===== config.mk =====
export PLATFORM = sky130hd
export DESIGN_NAME = alu_exec_unit
export DESIGN_NICKNAME = d
export VERILOG_FILES = /design/src/rtl/alu_pkg.sv /design/src/rtl/alu_mul_seq.sv /design/src/rtl/alu_exec_unit.sv
export SDC_FILE = /design/constraint.sdc
export NUM_CORES = 1
export LEC_CHECK = 0
export CORE_ASPECT_RATIO = 0.9
export CORE_MARGIN = 2
export CORE_UTILIZATION = 50
export CTS_BUF_LIST = sky130_fd_sc_hd__clkbuf_8
export CTS_CLUSTER_SIZE = 10
export DETAILED_ROUTE_END_ITERATION = 10
export GPL_ROUTABILITY_DRIVEN = 0
export PLACE_DENSITY = 0.79
export SLEW_MARGIN = 20
export SYNTH_ARGS = -nofsm -noshare
export SYNTH_HDL_FRONTEND = slang
export SYNTH_SLANG_ARGS = --single-unit

===== constraint.sdc =====
create_clock -name clk -period 4.3 [get_ports clk]
set_input_delay 1.075 -clock clk [delete_from_list [all_inputs] [get_ports clk]]
set_output_delay 1.075 -clock clk [all_outputs]
set_load 0.01 [all_outputs]

===== src/rtl/alu_pkg.sv =====
// Shared opcodes, condition-code bit positions and FSM encodings for the execute-stage ALU.
package alu_pkg;
    localparam logic [3:0] OP_NOP  = 4'd0;
    localparam logic [3:0] OP_NOT  = 4'd1;
    localparam logic [3:0] OP_INC  = 4'd2;
    localparam logic [3:0] OP_DEC  = 4'd3;
    localparam logic [3:0] OP_MOV  = 4'd4;
    localparam logic [3:0] OP_ADD  = 4'd5;
    localparam logic [3:0] OP_SUB  = 4'd6;
    localparam logic [3:0] OP_AND  = 4'd7;
    localparam logic [3:0] OP_OR   = 4'd8;
    localparam logic [3:0] OP_SHL  = 4'd9;
    localparam logic [3:0] OP_SHR  = 4'd10;
    localparam logic [3:0] OP_SETC = 4'd11;
    localparam logic [3:0] OP_CLRC = 4'd12;
    localparam logic [3:0] OP_PASS = 4'd13;
    localparam logic [3:0] OP_LDM  = 4'd14;
    localparam logic [3:0] OP_MUL  = 4'd15;

    localparam int FLG_Z = 0;
    localparam int FLG_N = 1;
    localparam int FLG_C = 2;

    typedef enum logic [1:0] {
        ST_IDLE = 2'd0,
        ST_MUL  = 2'd1,
        ST_DONE = 2'd2
    } state_t;
endpackage


===== src/rtl/alu_mul_seq.sv =====
// Sequential shift-add multiplier: one multiplier bit per cycle, WIDTH cycles after start.
module alu_mul_seq #(
    parameter int WIDTH = 16
) (
    input  logic               clk,
    input  logic               rst_n,
    input  logic               abort,
    input  logic               start,
    input  logic [WIDTH-1:0]   a,
    input  logic [WIDTH-1:0]   b,
    output logic               busy,
    output logic               done,
    output logic [2*WIDTH-1:0] product
);
    localparam int CNT_W = (WIDTH > 1) ? $clog2(WIDTH) : 1;

    logic [CNT_W-1:0] cnt;
    logic [WIDTH-1:0] mcand;
    logic [WIDTH:0]   sum;

    // Upper half accumulates while the multiplier drains out of the lower half.
    assign sum  = {1'b0, product[2*WIDTH-1:WIDTH]} + (product[0] ? {1'b0, mcand} : '0);
    assign done = busy && (cnt == '0);

    always_ff @(posedge clk or negedge rst_n) begin
        if (!rst_n) begin
            busy    <= 1'b0;
            cnt     <= '0;
            mcand   <= '0;
            product <= '0;
        end else if (abort) begin
            busy <= 1'b0;
        end else if (start) begin
            busy    <= 1'b1;
            cnt     <= CNT_W'(WIDTH - 1);
            mcand   <= a;
            product <= {{WIDTH{1'b0}}, b};
        end else if (busy) begin
            product <= {sum, product[WIDTH-1:1]};
            if (cnt == '0) busy <= 1'b0;
            else           cnt  <= cnt - 1'b1;
        end
    end
endmodule


===== src/rtl/alu_exec_unit.sv =====
// Registered execute-stage ALU with operand forwarding, CCR {C,N,Z} and a multi-cycle multiply.
// state | meaning
// IDLE  | accepting ops, single-cycle ops complete here
// MUL   | shift-add multiplier running
// DONE  | product final, written to result/CCR on exit
module alu_exec_unit
    import alu_pkg::*;
#(
    parameter int WIDTH     = 16,
    parameter int FWD_DEPTH = 2,
    parameter int RA_W      = 3,
    parameter int SHAMT_W   = 4
) (
    input  logic                      clk,
    input  logic                      rst_n,
    input  logic                      flush,
    input  logic                      in_valid,
    output logic                      in_ready,
    input  logic [3:0]                op,
    input  logic [RA_W-1:0]           src_addr,
    input  logic [RA_W-1:0]           dst_addr,
    input  logic [WIDTH-1:0]          src_data,
    input  logic [WIDTH-1:0]          dst_data,
    input  logic [WIDTH-1:0]          imm,
    input  logic [FWD_DEPTH-1:0]      fwd_wb,
    input  logic [FWD_DEPTH*RA_W-1:0] fwd_rd,
    input  logic [FWD_DEPTH*WIDTH-1:0] fwd_data,
    output logic                      out_valid,
    output logic [WIDTH-1:0]          result,
    output logic [2:0]                flags
);
    state_t               state;
    logic                 accept;
    logic [WIDTH-1:0]     opa, opb;
    logic [FWD_DEPTH-1:0] hit_a, hit_b;
    logic [WIDTH-1:0]     fdata [FWD_DEPTH];
    logic [SHAMT_W-1:0]   shamt;
    logic [WIDTH:0]       sh_l, sh_r, add_ext, inc_ext;
    logic [WIDTH-1:0]     alu_res;
    logic                 c_new, upd_zn, upd_c;
    logic                 mul_busy, mul_done;
    logic [2*WIDTH-1:0]   product;

    assign in_ready = (state == ST_IDLE);
    assign accept   = in_valid && in_ready && !flush;

    for (genvar k = 0; k < FWD_DEPTH; k++) begin : g_fwd
        assign fdata[k] = fwd_data[k*WIDTH +: WIDTH];
        assign hit_a[k] = fwd_wb[k] && (fwd_rd[k*RA_W +: RA_W] == src_addr);
        assign hit_b[k] = fwd_wb[k] && (fwd_rd[k*RA_W +: RA_W] == dst_addr);
    end

    // Walk oldest to youngest so the lowest matching k has the final say.
    always_comb begin
        opa = src_data;
        opb = dst_data;
        for (int k = FWD_DEPTH - 1; k >= 0; k--) begin
            if (hit_a[k]) opa = fdata[k];
            if (hit_b[k]) opb = fdata[k];
        end
    end

    assign shamt   = imm[SHAMT_W-1:0];
    assign sh_l    = {1'b0, opa} << shamt;
    assign sh_r    = {opa, 1'b0} >> shamt;
    assign add_ext = {1'b0, opa} + {1'b0, opb};
    assign inc_ext = {1'b0, opa} + {{WIDTH{1'b0}}, 1'b1};

    always_comb begin
        alu_res = result;
        c_new   = flags[FLG_C];
        upd_zn  = 1'b0;
        upd_c   = 1'b0;
        case (op)
            OP_NOT:  begin alu_res = ~opa;                c_new = 1'b0;        upd_zn = 1'b1; upd_c = 1'b1; end
            OP_INC:  begin alu_res = inc_ext[WIDTH-1:0];  c_new = inc_ext[WIDTH]; upd_zn = 1'b1; upd_c = 1'b1; end
            OP_DEC:  begin alu_res = opa - WIDTH'(1);     c_new = (opa == '0);  upd_zn = 1'b1; upd_c = 1'b1; end
            OP_MOV:  alu_res = opb;
            OP_ADD:  begin alu_res = add_ext[WIDTH-1:0];  c_new = add_ext[WIDTH]; upd_zn = 1'b1; upd_c = 1'b1; end
            OP_SUB:  begin alu_res = opa - opb;           c_new = (opa < opb);  upd_zn = 1'b1; upd_c = 1'b1; end
            OP_AND:  begin alu_res = opa & opb;           upd_zn = 1'b1; end
            OP_OR:   begin alu_res = opa | opb;           upd_zn = 1'b1; end
            OP_SHL:  begin alu_res = sh_l[WIDTH-1:0];     c_new = sh_l[WIDTH];  upd_zn = 1'b1; upd_c = (shamt != '0); end
            OP_SHR:  begin alu_res = sh_r[WIDTH:1];       c_new = sh_r[0];      upd_zn = 1'b1; upd_c = (shamt != '0); end
            OP_SETC: begin c_new = 1'b1; upd_c = 1'b1; end
            OP_CLRC: begin c_new = 1'b0; upd_c = 1'b1; end
            OP_PASS: alu_res = opa;
            OP_LDM:  alu_res = imm;
            default: ;
        endcase
    end

    alu_mul_seq #(.WIDTH(WIDTH)) u_mul (
        .clk     (clk),
        .rst_n   (rst_n),
        .abort   (flush),
        .start   (accept && (op == OP_MUL)),
        .a       (opa),
        .b       (opb),
        .busy    (mul_busy),
        .done    (mul_done),
        .product (product)
    );

    always_ff @(posedge clk or negedge rst_n) begin
        if (!rst_n) begin
            state     <= ST_IDLE;
            result    <= '0;
            flags     <= '0;
            out_valid <= 1'b0;
        end else begin
            out_valid <= 1'b0;
            if (flush) begin
                state <= ST_IDLE;
            end else begin
                case (state)
                    ST_IDLE: begin
                        if (in_valid && op == OP_MUL) begin
                            state <= ST_MUL;
                        end else if (in_valid && op != OP_NOP) begin
                            out_valid <= 1'b1;
                            result    <= alu_res;
                            if (upd_zn) begin
                                flags[FLG_Z] <= (alu_res == '0);
                                flags[FLG_N] <= alu_res[WIDTH-1];
                            end
                            if (upd_c) flags[FLG_C] <= c_new;
                        end
                    end
                    ST_MUL: begin
                        if (mul_done || !mul_busy) state <= ST_DONE;
                    end
                    ST_DONE: begin
                        result       <= product[WIDTH-1:0];
                        flags[FLG_C] <= |product[2*WIDTH-1:WIDTH];
                        flags[FLG_N] <= product[WIDTH-1];
                        flags[FLG_Z] <= (product[WIDTH-1:0] == '0);
                        out_valid    <= 1'b1;
                        state        <= ST_IDLE;
                    end
                    default: state <= ST_IDLE;
                endcase
            end
        end
    end
endmodule


==> results of run 1 <==
## kinds of logic after synthesis
| logic type | Yosys count | share of synthesized area |
|---|---|---|
| DFF | 75 | 0.1684 |
| xor gates and xnor gates | 45 | 0.03739 |
| and+or+nand+nor | 604 | 0.2603 |
| muxes | 53 | 0.05704 |
| adders and majority gates | 69 | 0.07860 |
| buffers and inverters | 180 | 0.06636 |
| AOI/OAI and AO/OA | 535 | 0.3319 |
## metal layers
metal,GRT overflow,global-route usage
met3,12,0.7144
met1,13,0.8006
met4,55,0.7531
met2,75,0.9081
met5,1,0.4938
## repair_timing
item / in CTS
endpoints found under the setup margin: 19
buffers inserted: 46
gates resized for setup: 237
pin swaps: 87
endpoints found under the hold margin: 0
## cells in the mapped netlist, types with 13 or more instances
cell / instances / area (um2)
nand3_1: 41 / 205.2
o22ai_1: 23 / 143.9
nor4_1: 32 / 200.2
nand4_1: 15 / 93.84
o211ai_1: 18 / 135.1
a221oi_1: 29 / 254.0
dfrtp_1: 75 / 1877
mux2i_1: 32 / 320.3
nor2_1: 167 / 626.9
a21oi_1: 90 / 450.4
o31ai_1: 14 / 105.1
nor3_1: 46 / 230.2
ha_1: 66 / 825.8
nand2_1: 176 / 660.6
clkbuf_1: 87 / 326.6
a211oi_1: 29 / 217.7
nor2b_1: 13 / 81.33
and2_1: 21 / 131.4
nand2b_1: 20 / 125.1
inv_1: 55 / 206.5
mux2_2: 14 / 157.7
xnor2_1: 32 / 280.3
a31oi_1: 31 / 193.9
and3_1: 21 / 131.4
o21ai_0: 128 / 640.6
a21o_1: 18 / 135.1
## stage by stage
step,std cells,utilization,setup TNS (ns),cell area [um2],worst slack [ns]
after floorplan,1561,-,-4.232,11370,-0.5545
after global placement,2291,0.7212,-22.29,15690,-1.674
after CTS,2351,0.7881,-4.287,17150,-0.5026
after detailed placement,2291,0.7212,-24.17,15690,-1.799
==> results_dict.tcl, run 1 <==
set metrics [dict create \
    worst_path_end_type "register input" \
    hold_buffers 0 \
    rows 51 \
    die_height_um 145.6 \
    start_util 0.5121 \
    yosysSeqAreaShare 0.1684 \
    track_usage 0.7974 \
    cts_num_sinks 75 \
    grt_max_degree 76 \
    globalRouteOverflowTotal 156 \
    num_io_pins 123 \
    synth.ff_latch_count 75 \
    netlist_area_um2 11140 \
    synth_ff_type "dfrtp_1" \
    synth_warnings 0 \
    stop_stage "global routing" \
    portBuffers 122 \
    outcome "did not finish" \
    clk_path_buf_depth 2 \
    die_w_um 161.4 \
    ys_types 96 \
    syn_nets 1731 \
    tool.error "[ERROR GRT-0232] Routing congestion too high. Check the congestion heatmap in the GUI." \
    cts_made_buffers 9 \
    netlist_instances 1561 \
    htreeDepth 3 \
    syn_area_per_cell_um2 7.138 \
    synthArstFlopShare 1.000 \
    cts-root-buf "clkbuf_8" \
    dp_hpwl_mm 44.39 \
    synth-edff-count 0 \
    crit_endpoint "flags[0]$_DFFE_PN0P_/D" \
]
==> run 2: changes to the inputs <==
CORE_ASPECT_RATIO = default   (was 0.9)
CORE_UTILIZATION = 35   (was 50)
CTS_BUF_LIST = default   (was sky130_fd_sc_hd__clkbuf_8)
CTS_CLUSTER_SIZE = default   (was 10)
PLACE_DENSITY = default   (was 0.79)
PLACE_DENSITY_LB_ADDON = 0.15   (was default)
==> results_dict.tcl, run 2 <==
set metrics [dict create \
    synth.ff_latch_count 75 \
    track_usage 0.3509 \
    postRouteAntennaNets 0 \
    drt_pass1_iterations 6 \
    ys_types 96 \
    combinationalPowerShare 0.617 \
    synth_top_area_share 0.1684 \
    routed-wl-met3_mm 6.499 \
    worst_slack_ns -0.6467 \
    maxSlewViolCount 0 \
    hold_path_class "flip-flop to flip-flop" \
    crit_top_cell "buf_4" \
    num_io_pins 123 \
    die_height_um 182.4 \
    cts_tree "done" \
    fin_util 0.5648 \
    antenna_found_initial 2 \
    grt_pass1_wl_mm 89.84 \
    tightest_slew_ns 1.015 \
    max_cap_violations 0 \
    rows 65 \
    mostFrequentLayoutCell "buf_4" \
    dp_cells 2426 \
    violations "setup timing" \
    met2_length_mm 25.59 \
    syn_to_final_growth_pct 59.53 \
    grt_max_degree 76 \
    synth_most_common_cell "nand2_1" \
    cts-root-buf "clkbuf_16" \
    fin_crit_sh 1.150 \
    yosysSeqAreaShare 0.1684 \
    clkTransAtPathRegs_ns 0.06 \
    p_leak_nw 7.741 \
    path_max_fanout 6 \
    critPathCaptureType "flip-flop" \
    drt-initial-drc-count 2153 \
    ir_drop_v 0.0001922 \
    r2r_slack_ns 0.35 \
    hold_violations 0 \
    synth_warnings 0 \
    htreeDepth 3 \
    hold_ws_ns 0.4778 \
    synth_ff_type "dfrtp_1" \
    regMostFlops "u_mul.product" \
    period_needed_ns 4.947 \
    outcome "finished, violations left" \
    nets 2240 \
    cp.required_ns 4.52 \
    setup-violations-final 17 \
    die_area_um2 33280 \
    synth_area_leaders "dfrtp_1 (17%), ha_1 (7.4%), nand2_1 (5.9%)" \
    remaining_drc_errors 0 \
    p_int_w 0.002920 \
    cts_num_sinks 75 \
    wl_per_cell_um 24.11 \
    clk_path_buf_depth 2 \
    drive_above_1_share 0.3586 \
    start_util 0.3540 \
    seq_power_share 0.209 \
    die_w_um 182.4 \
    m1WireLength_mm 23.53 \
    cp-start-kind "input port" \
    drt-total-wl_mm 59.74 \
    largest_reg_flops 32 \
    synth_common_cells "nand2_1 (176), nor2_1 (167), o21ai_0 (128)" \
    insertion_delay_ns 0.34 \
    syn_nets 1731 \
    via_count 15480 \
    synth-edff-count 0 \
    finalNonFillerCells 2478 \
    top_layer_used "met4" \
    worst-setup-path-type "input port to flip-flop" \
    layout_common_cells "buf_4 (452), nand2_1 (173), nor2_1 (156)" \
    fmax_mhz 202.2 \
    switchingPower_w 0.002132 \
    vias_per_cell 6.246 \
    p_sw_frac 0.4220 \
    crit_slowest_cell "or4b_4" \
    first_global_vias 15050 \
    synth_top_area_cell "dfrtp_1" \
    crit_path_cell_trace "buf_8, buf_4, xor2_1, or4b_4, buf_6, buf_4, a21oi_4, ha_4, buf_6, nor4_4, nand2_1, o211ai_1, a31oi_2, o31a_1, a21oi_2, buf_4, a311oi_2, o41ai_2, buf_4, o21ai_2, mux2_4" \
    max_stage_delay_ns 0.56 \
    netlist_area_um2 11140 \
    power.density_nw_per_um2 284.2 \
    globalRouteOverflowTotal 0 \
    finClkSkew_ns 0.006132 \
    dp_hpwl_mm 46.88 \
    syn_area_per_cell_um2 7.138 \
    fillers 2915 \
    power_w 0.005053 \
    worst-endpoint-arrival_ns 5.17 \
    core_area_um2 31470 \
    hold_buffers 0 \
    cts_made_buffers 9 \
    slew_headroom 0.3207 \
    synthArstFlopShare 1.000 \
    portBuffers 122 \
    fin_tns_setup_ns -6.834 \
    netlist_instances 1561 \
    largest_registers "u_mul.product: 32 flops, result: 16 flops, u_mul.mcand: 16 flops" \
    rsz0062_at_grt "yes" \
    p_clk_frac 0.174 \
]
## run 2: cell counts after synthesis
No cell type changed its count.
## run 2: path summary, 6_finish.rpt
path                                  startpoint                end  cells after the start
worst max register to register  u_mul.product[0]  u_mul.product[31]                     16
min in group asynchronous                  rst_n    u_mul.mcand[12]                      1
worst min register to register    u_mul.mcand[3]     u_mul.mcand[3]                      2
worst max-delay path                 dst_addr[2]         result[15]                     21
max in group asynchronous                  rst_n     u_mul.mcand[0]                      1
worst min-delay path              u_mul.mcand[3]     u_mul.mcand[3]                      2
## run 2: final cells by class
type / count / area, um2 / share of cell area
multi-input cells: 1306 / 9682 / 0.5446
repair buffers: 613 / 5126 / 0.2884
flip-flops and latches: 75 / 1877 / 0.1056
well taps: 402 / 503.0 / 0.02829
inverters: 65 / 244.0 / 0.01372
clock buffers: 10 / 229.0 / 0.01288
clock inverters: 6 / 113.9 / 0.006405
diodes: 1 / 2.502 / 0.0001408
## run 2: cell families (layout without fill, tap and decap cells)
logic type | Yosys count | count (layout) | synth area share
fa+ha+maj | 69 | 69 | 0.07860
simple gates | 604 | 604 | 0.2603
mux | 53 | 53 | 0.05704
xor+xnor | 45 | 45 | 0.03739
buf+inv | 180 | 694 | 0.06636
flops | 75 | 75 | 0.1684
compound gates | 535 | 535 | 0.3319
other cells | 0 | 1 | 0
## run 2: through the flow
stage | worst slack, ns | area (um2)
4_1_cts | -0.5853 | 17340
6_report | -0.6467 | 17780
2_1_floorplan | -0.5545 | 11370
3_5_place_dp | -1.760 | 16100
5_1_grt | -0.7827 | 17770
3_3_place_gp | -1.647 | 16100
## run 2: what timing repair did
item	in CTS	in global routing
pin swaps	85	64
gates resized for setup	187	97
endpoints found under the setup margin	19	19
buffers inserted	23	12
cloned	3	0
## run 2: per-layer routing
layer  GRT usage  up-vias
met5           0        -
met4      0.2013        0
met3     0.09080      281
met2      0.5356     1023
met1      0.4490     7295
li1            -     6878
## run 2: worst max-delay path, delay by kind of cell
family	cells	cell delay [ns]
XOR/XNOR	1	0.16
AND/OR/NAND/NOR	3	0.92
buffers and inverters	7	0.98
AO/OA/AOI/OAI	8	1.50
adder cells (fa/ha/maj)	1	0.24
multiplexers	1	0.26
## run 2: power groups by stage
stage               Combinational [W]  Sequential (W)  Clock (W)
floorplan                     0.00131        0.000999          0
global placement              0.00261         0.00105          0
detailed placement            0.00264         0.00105          0
CTS                           0.00286         0.00105   0.000887
global route                  0.00329         0.00107   0.000921
finish                        0.00312         0.00106   0.000878
Power figures use the tool's default switching activity.
